<file path="config.mk">
export PLATFORM = sky130hd
export DESIGN_NAME = gf_log_rom_arbiter_flat
export DESIGN_NICKNAME = d
export VERILOG_FILES = /design/src/rtl/gf_arb_pkg.sv /design/src/rtl/gf_log_rom_arbiter_if.sv /design/src/rtl/gf_rr_arbiter.sv /design/src/rtl/gf_log_rom_arbiter.sv /design/src/flat_wrapper.sv
export SDC_FILE = /design/constraint.sdc
export NUM_CORES = 1
export LEC_CHECK = 0
export BUFFER_PORTS_ARGS = -buffer_cell sky130_fd_sc_hd__buf_4
export CORE_MARGIN = 4
export CORE_UTILIZATION = 45
export CTS_BUF_LIST = sky130_fd_sc_hd__clkbuf_4 sky130_fd_sc_hd__clkbuf_8
export CTS_CLUSTER_SIZE = 40
export DETAILED_ROUTE_END_ITERATION = 8
export PLACE_DENSITY = 0.75
export SKIP_CTS_REPAIR_TIMING = 1
export SLEW_MARGIN = 20
export SYNTH_ARGS = -nofsm -noshare
export SYNTH_HDL_FRONTEND = slang
export SYNTH_SLANG_ARGS = --single-unit
</file>
<file path="constraint.sdc">
create_clock -name clk -period 4 [get_ports clk]
set_input_delay 0.2 -clock clk [delete_from_list [all_inputs] [get_ports clk]]
set_output_delay 0.2 -clock clk [all_outputs]
set_load 0.01 [all_outputs]
</file>
<file path="src/rtl/gf_arb_pkg.sv">
// rtl/gf_arb_pkg.sv - shared widths, log(0) sentinel and round-robin winner search
package gf_arb_pkg;

    localparam int DEF_ADDR_W = 8;
    localparam int DEF_DATA_W = 8;
    localparam int MAX_REQ    = 8;
    localparam int RR_IDX_W   = 3;
    localparam logic [7:0] LOG_ZERO_SENTINEL = 8'hFF;

    // Scan upward from ptr+1 (wrapping at num_req); returns ptr when nothing is valid.
    function automatic logic [RR_IDX_W-1:0] rr_next(
        input logic [RR_IDX_W-1:0] ptr,
        input logic [MAX_REQ-1:0]  valid_vec,
        input int                  num_req
    );
        logic [RR_IDX_W-1:0] idx;
        logic [RR_IDX_W-1:0] win;
        logic                found;
        idx   = ptr;
        win   = ptr;
        found = 1'b0;
        for (int k = 0; k < MAX_REQ; k++) begin
            if (k < num_req) begin
                if (idx == RR_IDX_W'(num_req - 1)) idx = '0;
                else                               idx = idx + 1'b1;
                if (!found && valid_vec[idx]) begin
                    win   = idx;
                    found = 1'b1;
                end
            end
        end
        return win;
    endfunction

endpackage

</file>
<file path="src/rtl/gf_log_rom_arbiter_if.sv">
// rtl/gf_log_rom_arbiter_if.sv - request, ROM and response signals of the log-ROM arbiter
interface gf_log_rom_arbiter_if #(
    parameter int NUM_REQ = 4,
    parameter int ADDR_W  = 8,
    parameter int DATA_W  = 8
);
    logic [NUM_REQ-1:0]        req_valid;
    logic [NUM_REQ*ADDR_W-1:0] req_addr;
    logic [NUM_REQ-1:0]        req_ready;
    logic                      flush;
    logic                      rom_re;
    logic [ADDR_W-1:0]         rom_addr;
    logic [DATA_W-1:0]         rom_data;
    logic [NUM_REQ-1:0]        resp_valid;
    logic [DATA_W-1:0]         resp_data;
    logic                      resp_zero;

    modport slave (
        input  req_valid, req_addr, flush, rom_data,
        output req_ready, rom_re, rom_addr, resp_valid, resp_data, resp_zero
    );

    modport master (
        output req_valid, req_addr, flush, rom_data,
        input  req_ready, rom_re, rom_addr, resp_valid, resp_data, resp_zero
    );
endinterface

</file>
<file path="src/rtl/gf_rr_arbiter.sv">
// rtl/gf_rr_arbiter.sv - combinational round-robin picker: request vector + pointer -> one-hot grant
module gf_rr_arbiter
    import gf_arb_pkg::*;
#(
    parameter int NUM_REQ = 4,
    parameter int PTR_W   = $clog2(NUM_REQ)
) (
    input  logic [NUM_REQ-1:0] req_i,
    input  logic [PTR_W-1:0]   ptr_i,
    output logic [NUM_REQ-1:0] grant_o,
    output logic [PTR_W-1:0]   winner_o
);
    logic [RR_IDX_W-1:0] pick;

    always_comb begin
        pick     = rr_next(RR_IDX_W'(ptr_i), MAX_REQ'(req_i), NUM_REQ);
        winner_o = PTR_W'(pick);
        grant_o  = '0;
        for (int i = 0; i < NUM_REQ; i++) begin
            grant_o[i] = (|req_i) && (winner_o == PTR_W'(i));
        end
    end
endmodule

</file>
<file path="src/rtl/gf_log_rom_arbiter.sv">
// rtl/gf_log_rom_arbiter.sv - shares one log ROM among NUM_REQ requesters; GF_LOG_ZERO_FLAG_EN adds resp_zero
module gf_log_rom_arbiter
    import gf_arb_pkg::*;
#(
    parameter int NUM_REQ = 4,
    parameter int ADDR_W  = DEF_ADDR_W,
    parameter int DATA_W  = DEF_DATA_W
) (
    input logic                 clk,
    input logic                 reset,
    gf_log_rom_arbiter_if.slave bus
);
    localparam int PTR_W = $clog2(NUM_REQ);

    logic [PTR_W-1:0]   rr_ptr_q, rr_ptr_d, winner;
    logic [NUM_REQ-1:0] grant;
    logic [NUM_REQ-1:0] s1_onehot_q, s1_onehot_d;
    logic [NUM_REQ-1:0] resp_valid_q, resp_valid_d;
    logic               s1_valid_q, s1_valid_d;
    logic [ADDR_W-1:0]  addr_q, addr_d;
    logic [DATA_W-1:0]  resp_data_q, resp_data_d;
    logic               accept, deliver;

    gf_rr_arbiter #(.NUM_REQ(NUM_REQ), .PTR_W(PTR_W)) u_rr (
        .req_i    (bus.req_valid),
        .ptr_i    (rr_ptr_q),
        .grant_o  (grant),
        .winner_o (winner)
    );

    // Flush blocks new grants and kills whatever sits in stage 1.
    always_comb begin
        accept  = (|grant) && !bus.flush;
        deliver = s1_valid_q && !bus.flush;
        addr_d  = addr_q;
        for (int i = 0; i < NUM_REQ; i++) begin
            if (accept && grant[i]) addr_d = bus.req_addr[i*ADDR_W +: ADDR_W];
        end
        rr_ptr_d     = accept ? winner : rr_ptr_q;
        s1_valid_d   = accept;
        s1_onehot_d  = accept ? grant : '0;
        resp_valid_d = deliver ? s1_onehot_q : '0;
        resp_data_d  = deliver ? bus.rom_data : resp_data_q;
    end

    always_ff @(posedge clk or negedge reset) begin
        if (!reset) begin
            rr_ptr_q     <= PTR_W'(NUM_REQ - 1);
            addr_q       <= '0;
            s1_valid_q   <= 1'b0;
            s1_onehot_q  <= '0;
            resp_valid_q <= '0;
            resp_data_q  <= '0;
        end else begin
            rr_ptr_q     <= rr_ptr_d;
            addr_q       <= addr_d;
            s1_valid_q   <= s1_valid_d;
            s1_onehot_q  <= s1_onehot_d;
            resp_valid_q <= resp_valid_d;
            resp_data_q  <= resp_data_d;
        end
    end

    assign bus.req_ready  = bus.flush ? '0 : grant;
    assign bus.rom_re     = accept;
    assign bus.rom_addr   = addr_d;
    assign bus.resp_valid = resp_valid_q;
    assign bus.resp_data  = resp_data_q;

`ifdef GF_LOG_ZERO_FLAG_EN
    logic s1_zero_q, s1_zero_d;
    logic resp_zero_q, resp_zero_d;

    always_comb begin
        s1_zero_d   = accept && (addr_d == '0);
        resp_zero_d = deliver && s1_zero_q;
    end

    always_ff @(posedge clk or negedge reset) begin
        if (!reset) begin
            s1_zero_q   <= 1'b0;
            resp_zero_q <= 1'b0;
        end else begin
            s1_zero_q   <= s1_zero_d;
            resp_zero_q <= resp_zero_d;
        end
    end

    assign bus.resp_zero = resp_zero_q;
`else
    assign bus.resp_zero = 1'b0;
`endif
endmodule

</file>
<file path="src/flat_wrapper.sv">
// flat-port wrapper written by rule: the top's interface ports become plain ports
module gf_log_rom_arbiter_flat import gf_arb_pkg::*;
#(
    parameter int NUM_REQ = 4,
    parameter int ADDR_W  = DEF_ADDR_W,
    parameter int DATA_W  = DEF_DATA_W
)
  (clk, reset, bus_req_valid, bus_req_addr, bus_flush, bus_rom_data, bus_req_ready, bus_rom_re, bus_rom_addr, bus_resp_valid, bus_resp_data, bus_resp_zero);
  gf_log_rom_arbiter_if #(.NUM_REQ(NUM_REQ), .ADDR_W(ADDR_W), .DATA_W(DATA_W)) bus_i ();
  input logic clk;
  input logic reset;
  input wire logic [$bits(bus_i.req_valid)-1:0] bus_req_valid;
  input wire logic [$bits(bus_i.req_addr)-1:0] bus_req_addr;
  input wire logic [$bits(bus_i.flush)-1:0] bus_flush;
  input wire logic [$bits(bus_i.rom_data)-1:0] bus_rom_data;
  output wire logic [$bits(bus_i.req_ready)-1:0] bus_req_ready;
  output wire logic [$bits(bus_i.rom_re)-1:0] bus_rom_re;
  output wire logic [$bits(bus_i.rom_addr)-1:0] bus_rom_addr;
  output wire logic [$bits(bus_i.resp_valid)-1:0] bus_resp_valid;
  output wire logic [$bits(bus_i.resp_data)-1:0] bus_resp_data;
  output wire logic [$bits(bus_i.resp_zero)-1:0] bus_resp_zero;
  assign bus_i.req_valid = bus_req_valid;
  assign bus_i.req_addr = bus_req_addr;
  assign bus_i.flush = bus_flush;
  assign bus_i.rom_data = bus_rom_data;
  assign bus_req_ready = bus_i.req_ready;
  assign bus_rom_re = bus_i.rom_re;
  assign bus_rom_addr = bus_i.rom_addr;
  assign bus_resp_valid = bus_i.resp_valid;
  assign bus_resp_data = bus_i.resp_data;
  assign bus_resp_zero = bus_i.resp_zero;
  gf_log_rom_arbiter #(.NUM_REQ(NUM_REQ), .ADDR_W(ADDR_W), .DATA_W(DATA_W)) u_core (.clk(clk), .reset(reset), .bus(bus_i));
endmodule
</file>
; ---- Word-level counts from Yosys, hierarchy flattened
; Cells that the tools add are included.
[totals]
in_bits = 47
out_inout_bits = 26
regBits = 27
wordCells = 67
[op_classes]
n_reduce_logical = 20
magnitude_cmp = 4
eq_ne = 7
n_mux = 26
add_sub_neg = 4
[op_table]
columns = operator, n
row1 = 2-to-1 mux 8 bit, 4
row2 = less-than comparator 3 x 4 -> 1 bit (second input constant), 4
row3 = logical AND 1 bit, 13
row4 = binary-select mux 1 bit (select 3 bit), 4
row5 = 2-to-1 mux 3 bit, 4
row6 = 2-to-1 mux 4 bit, 3
row7 = adder 3 x 1 -> 3 bit (second input constant), 3
row8 = == test 3 x 2 -> 1 bit (second input constant), 3
row9 = 2-to-1 mux 2 bit, 4
row10 = OR reduction 4 bit, 2
row11 = 2-to-1 mux 1 bit, 7
row12 = == test 2 bit (second input constant), 3
row13 = logical NOT 1 bit, 4
row14 = adder 2 x 1 -> 3 bit (second input constant), 1
row15 = == test 2 x 1 -> 1 bit (second input constant), 1
row16 = logical NOT 2 bit, 1

; ---- Longest topological paths before layout
[depth]
word_depth = 23
mapped_depth = 10
ltp_nobuf = 7

; ---- Cells and area by module
; Synthesis repeated with hierarchy kept, for this count alone.
[unflattened]
cells_unflattened = 169
area_unflattened_um2 = 1716.6
[by_module_without_submodules]
columns = module, area_per_inst_um2, cells_per_inst, n_inst, seq_area_each_um2
row1 = gf_log_rom_arbiter, 1443.9, 130, 1, 678.2
row2 = gf_rr_arbiter, 272.8, 39, 1, 0.0

; ---- Worst setup path before layout
; No wires, ideal clock.
[synth_path]
path_kind = register to output
from = register u_core.rr_ptr_q[0]
to = output port bus_rom_addr[6]
path_buffers = 2
path_stages_with_launch = 10
slack_ps = 816
arrival_time_ps = 2984
path_cell_list = dfstp_2 ha_1 buf_6 mux2_1 mux4_2 nor4b_4 or3_1 buf_6 mux2_1 o221a_1
[synth_between]
elab_chain_len = 23
[synth_lines]
columns = item, line_no
row1 = "start, declared", gf_log_rom_arbiter.sv:15  ; logic [PTR_W-1:0] rr_ptr_q, rr_ptr_d, winner;
row2 = "start signal, assigned", gf_log_rom_arbiter.sv:48  ; rr_ptr_q <= PTR_W'(NUM_REQ - 1);
row3 = "start signal, assigned", gf_log_rom_arbiter.sv:55  ; rr_ptr_q <= rr_ptr_d;
row4 = "parallel branches: the longest is 13 deep, another holds adder 2 x 1 -> 3 bit", -
row5 = 2-to-1 mux 2 bit *, gf_arb_pkg.sv:26  ; if (!found && valid_vec[idx]) begin
row6 = == test 2 x 1 -> 1 bit (tied with other cells), gf_rr_arbiter.sv:20  ; grant_o[i] = (|req_i) && (winner_o == PTR_W'(i));
row7 = logical AND 1 bit, gf_rr_arbiter.sv:20
row8 = OR reduction 4 bit, gf_log_rom_arbiter.sv:33  ; accept = (|grant) && !bus.flush;
row9 = logical AND 1 bit, gf_log_rom_arbiter.sv:33
row10 = logical AND 1 bit, gf_log_rom_arbiter.sv:37  ; if (accept && grant[i]) addr_d = bus.req_addr[i*ADDR_W +: ADDR_W];
row11 = 2-to-1 mux 8 bit (3 in a row), gf_log_rom_arbiter.sv:37
row12 = 2-to-1 mux 8 bit *, gf_log_rom_arbiter.sv:37
row13 = "end, declared", flat_wrapper.sv:18  ; output wire logic [$bits(bus_i.rom_addr)-1:0] bus_rom_addr;
; Mark *: on every way between the ends. The select of a mux whose other input is x is not followed.

; ---- Worst setup path after layout
[layout_path]
from = register u_core.rr_ptr_q[0]
to = output port bus_rom_addr[7]
; The elaborated chain is that of the path after synthesis.

==> summary.md <==
| Metric | Value |
|---|---|
| Comb pwr share | `70.6%` |
| Async set-reset flop share out of synthesis | `100%` |
| Slew Limit Fails | `0` |
| Clock sink total | `27` |
| Hold Crit Class | `in -> reg` |
| GRT Total Usage | `18.2%` |
| Io pins | `73` |
| Die height | `71.3 um` |
| Critical R2R Launch | `u_core.rr_ptr_q[0]$_DFFE_PN1P_` |
| Critical Path AT | `3.59 ns` |
| Internal power | `0.00106 W` |
| Most common cell type on the critical path | `buf_4` |
| Final core occ | `63.8%` |
| Max Freq | `0.264 GHz` |
| # setup viols final | `0` |
| Initial antenna violation count | `0` |
| CP max stage delay | `0.71 ns` |
| Reg-to-reg slack, setup | `0.72 ns` |
| Worst setup EP type | `output port` |
| Initial Util | `47.8%` |
| Synth Area per Inst | `10.0 um^2` |
| Slowest cell on the critical path | `dfstp_2` |
| Clock power frac | `8.3%` |
| Vias in the first global route | `1648` |
| Sw Share | `44.8%` |
| N_diodes | `0` |
| Largest delay contributor family on the critical path | `compound AO/OA/AOI/OAI gates` |
| FF+latch count, synth | `27` |
| Post-synth EDFFs | `0` |
| Final WS setup | `0.207 ns` |
| Layout Nets | `296` |
| Crit path to | `bus_rom_addr[7]` |
| Fin crit period | `3.79 ns` |
| Clock skew | `0.00784 ns` |
| Drt pass-1 iters | `4` |
| Worst reg2reg endpoint | `u_core.addr_q[7]$_DFF_PN0_` |
| CTS clk-pin slew, worst paths | `0.10 ns` |
| Yosys cell types | `45` |
| CP max FO | `14` |
| Worst Path Required | `3.80 ns` |
| CP Launch Type | `register` |
| Placed wire-length estimate | `3.40 mm` |
| CTS tree | `done` |
| Post-synthesis sequential area ratio | `37.6%` |
| Max cap viols | `0` |
| PnR Total Power | `0.00193 W` |
| Switching power | `0.000863 W` |
| Number of vias per cell | `5.67` |
| TNS Setup | `0 ns` |
| Routed WL | `4.56 mm` |
| WS Path Type | `reg -> out` |
| Routed WL per cell | `15.5 um` |
| Placed cell count | `290` |
| Fin cells | `295` |
| Cells along the critical path | `ha_1 > mux2_1 > mux4_2 > a31oi_1 > buf_4 > o21a_1 > o221ai_1 > buf_4` |
| H-tree depth | `1` |
| Period utilization | `94.8%` |
| Largest net degree at the start of global routing | `28` |
| Syn_nets | `228` |
| Peak VDD IR | `491 uV` |
| Clk_lat worst skew | `0.28 ns` |
| Pwr dens | `800 nW/um^2` |
| LEAKAGE | `1.13 nW` |
| WP depth | `8` |
| Crit path launch | `u_core.rr_ptr_q[0]$_DFFE_PN1P_` |
| Sequential power share | `21.1%` |
| Outcome | `finished clean` |
| GRT overflow | `0` |
| Die Area | `5080 um^2` |
| Clock root buffer | `clkbuf_8` |
| Global-route wire length before repair | `7.59 mm` |
| # DRC | `0` |
| CTS buffer count | `3` |
| Setup slack at placement | `0.365 ns` |
| Cells after Synth | `180` |
| Site Rows | `22` |
| R2R cell count | `7` |
| CTS Buffer Depth | `2` |
| Prevailing post-synth register cell | `dfrtp_1` |
| Fraction of layout instances using a drive strength above 1 | `43.7%` |
| Port bufs | `71` |
| DRT iter0 DRCs | `69` |
| RD Place Congestion | `0.867` |
| Post-route ant nets | `0` |
| Fin. Hold Viols | `0` |
| Commonest non-fill, non-tap cell in the layout | `buf_4` |
| Commonest non-fill, non-tap cells in the layout | `buf_4 (76), dfrtp_1 (25), nand2_1 (20), nor2_1 (15), inv_1 (12)` |
| Die W | `71.3 um` |
| Max-slew headroom at the worst pin | `40.7%` |
| Synthesized cell area | `1800 um^2` |
| Area grow syn2layout | `33.6%` |
| Worst-Margin Slew | `0.887 ns` |
| Area of the core | `3770 um^2` |
| Buf+Inv Stages, Crit Path | `2` |
| RSZ-0062 raised after global routing | `false` |
| Vias | `1674` |
| Synth warnings | `0` |
[registers in the layout, indices dropped and copies added (netlist names)]
signal                 flops
u_core.bus.resp_valid      4
u_core.rr_ptr_q            2
u_core.s1_valid_q          1
u_core.bus.resp_data       8
u_core.s1_onehot_q         4
u_core.addr_q              8
[cell usage after synthesis, types with 2 or more instances]
cell | instances | area share [%]
nor2_1 | 15 | 3.1
a21oi_1 | 2 | 0.56
mux4_2 | 3 | 3.7
mux2i_1 | 10 | 5.6
nand3_1 | 3 | 0.83
nand2_1 | 20 | 4.2
inv_1 | 12 | 2.5
buf_6 | 2 | 1.2
dfrtp_1 | 25 | 35
or2_2 | 2 | 0.69
o221ai_2 | 6 | 5.0
clkbuf_1 | 9 | 1.9
mux2_1 | 3 | 1.9
o41ai_1 | 7 | 3.4
and2_1 | 4 | 1.4
nor3_1 | 3 | 0.83
o32a_1 | 2 | 1.1
mux2_2 | 10 | 6.3
a31oi_1 | 2 | 0.69
nor2b_1 | 2 | 0.69
dfstp_2 | 2 | 2.9
nand2b_1 | 3 | 1.0
o211ai_1 | 8 | 3.3
o21ai_0 | 4 | 1.1
[power by group through the flow]
stage / sequential (W) / clock [W] / combinational (W)
floorplan: 0.000398 / 0 / 0.000991
global placement: 0.000409 / 0 / 0.00133
detailed placement: 0.000411 / 0 / 0.00134
CTS: 0.000406 / 0.000162 / 0.00135
global route: 0.000419 / 0.000174 / 0.00148
finish: 0.000407 / 0.000159 / 0.00136
[worst register-to-register path: stages, from the launching register on]
cell	delay (ns)
dfstp_2	0.71
ha_1	0.38
mux2_1	0.35
mux4_2	0.51
a31oi_1	0.19
buf_4	0.22
o21a_1	0.53
o221ai_1	0.24
[worst min-delay path by stage]
stage	cells past startpoint	slack, ns	to	startpoint
final	2	0.15	u_core.bus.resp_data[4]$_DFFE_PN0P_	bus_rom_data[4]
after global routing	2	0.15	u_core.bus.resp_data[4]$_DFFE_PN0P_	bus_rom_data[4]
after CTS	1	-0.17	u_core.s1_onehot_q[2]$_DFF_PN0_	reset
after detailed placement	1	0.14	u_core.bus.resp_valid[2]$_DFF_PN0_	reset
after global placement	1	0.13	u_core.bus.resp_data[2]$_DFFE_PN0P_	reset
after floorplan	0	-0.1	u_core.addr_q[0]$_DFF_PN0_	reset
[layer usage]
metal,track usage (%),part of all wire [%]
met4,1.88,0.31
met5,0,0
met2,31.2,48
met1,23.6,40
met3,5.33,12
[area by class of cell]
type / instances / area, um^2
repair buffers: 77 / 581
clock inverters: 1 / 7.51
clock buffers: 3 / 41.3
fillers: 311 / 1360
inverters: 13 / 48.8
flip-flops and latches: 27 / 678
well taps: 48 / 60.1
multi-input cells: 126 / 991
[logic make-up (layout without fill, tap and decap cells)]
kind of cell | after synthesis | in the layout | share of synthesized area, %
compound gates | 41 | 41 | 20.7
xor+xnor | 1 | 1 | 0.486
fa+ha+maj | 1 | 1 | 0.694
buf+inv | 27 | 94 | 7.64
flops | 27 | 27 | 37.6
mux | 26 | 26 | 17.4
other cells | 1 | 1 | 0.208
simple gates | 56 | 56 | 15.2
[per-stage QoR]
step / hold slack [ns] / instance area (um^2)
final: 0.154 / 2410
after detailed placement: 0.136 / 2340
after global placement: 0.132 / 2340
after floorplan: -0.0956 / 1800
after CTS: -0.167 / 2390
after global routing: 0.152 / 2410
Note: power is estimated with default switching activity, not from simulation.
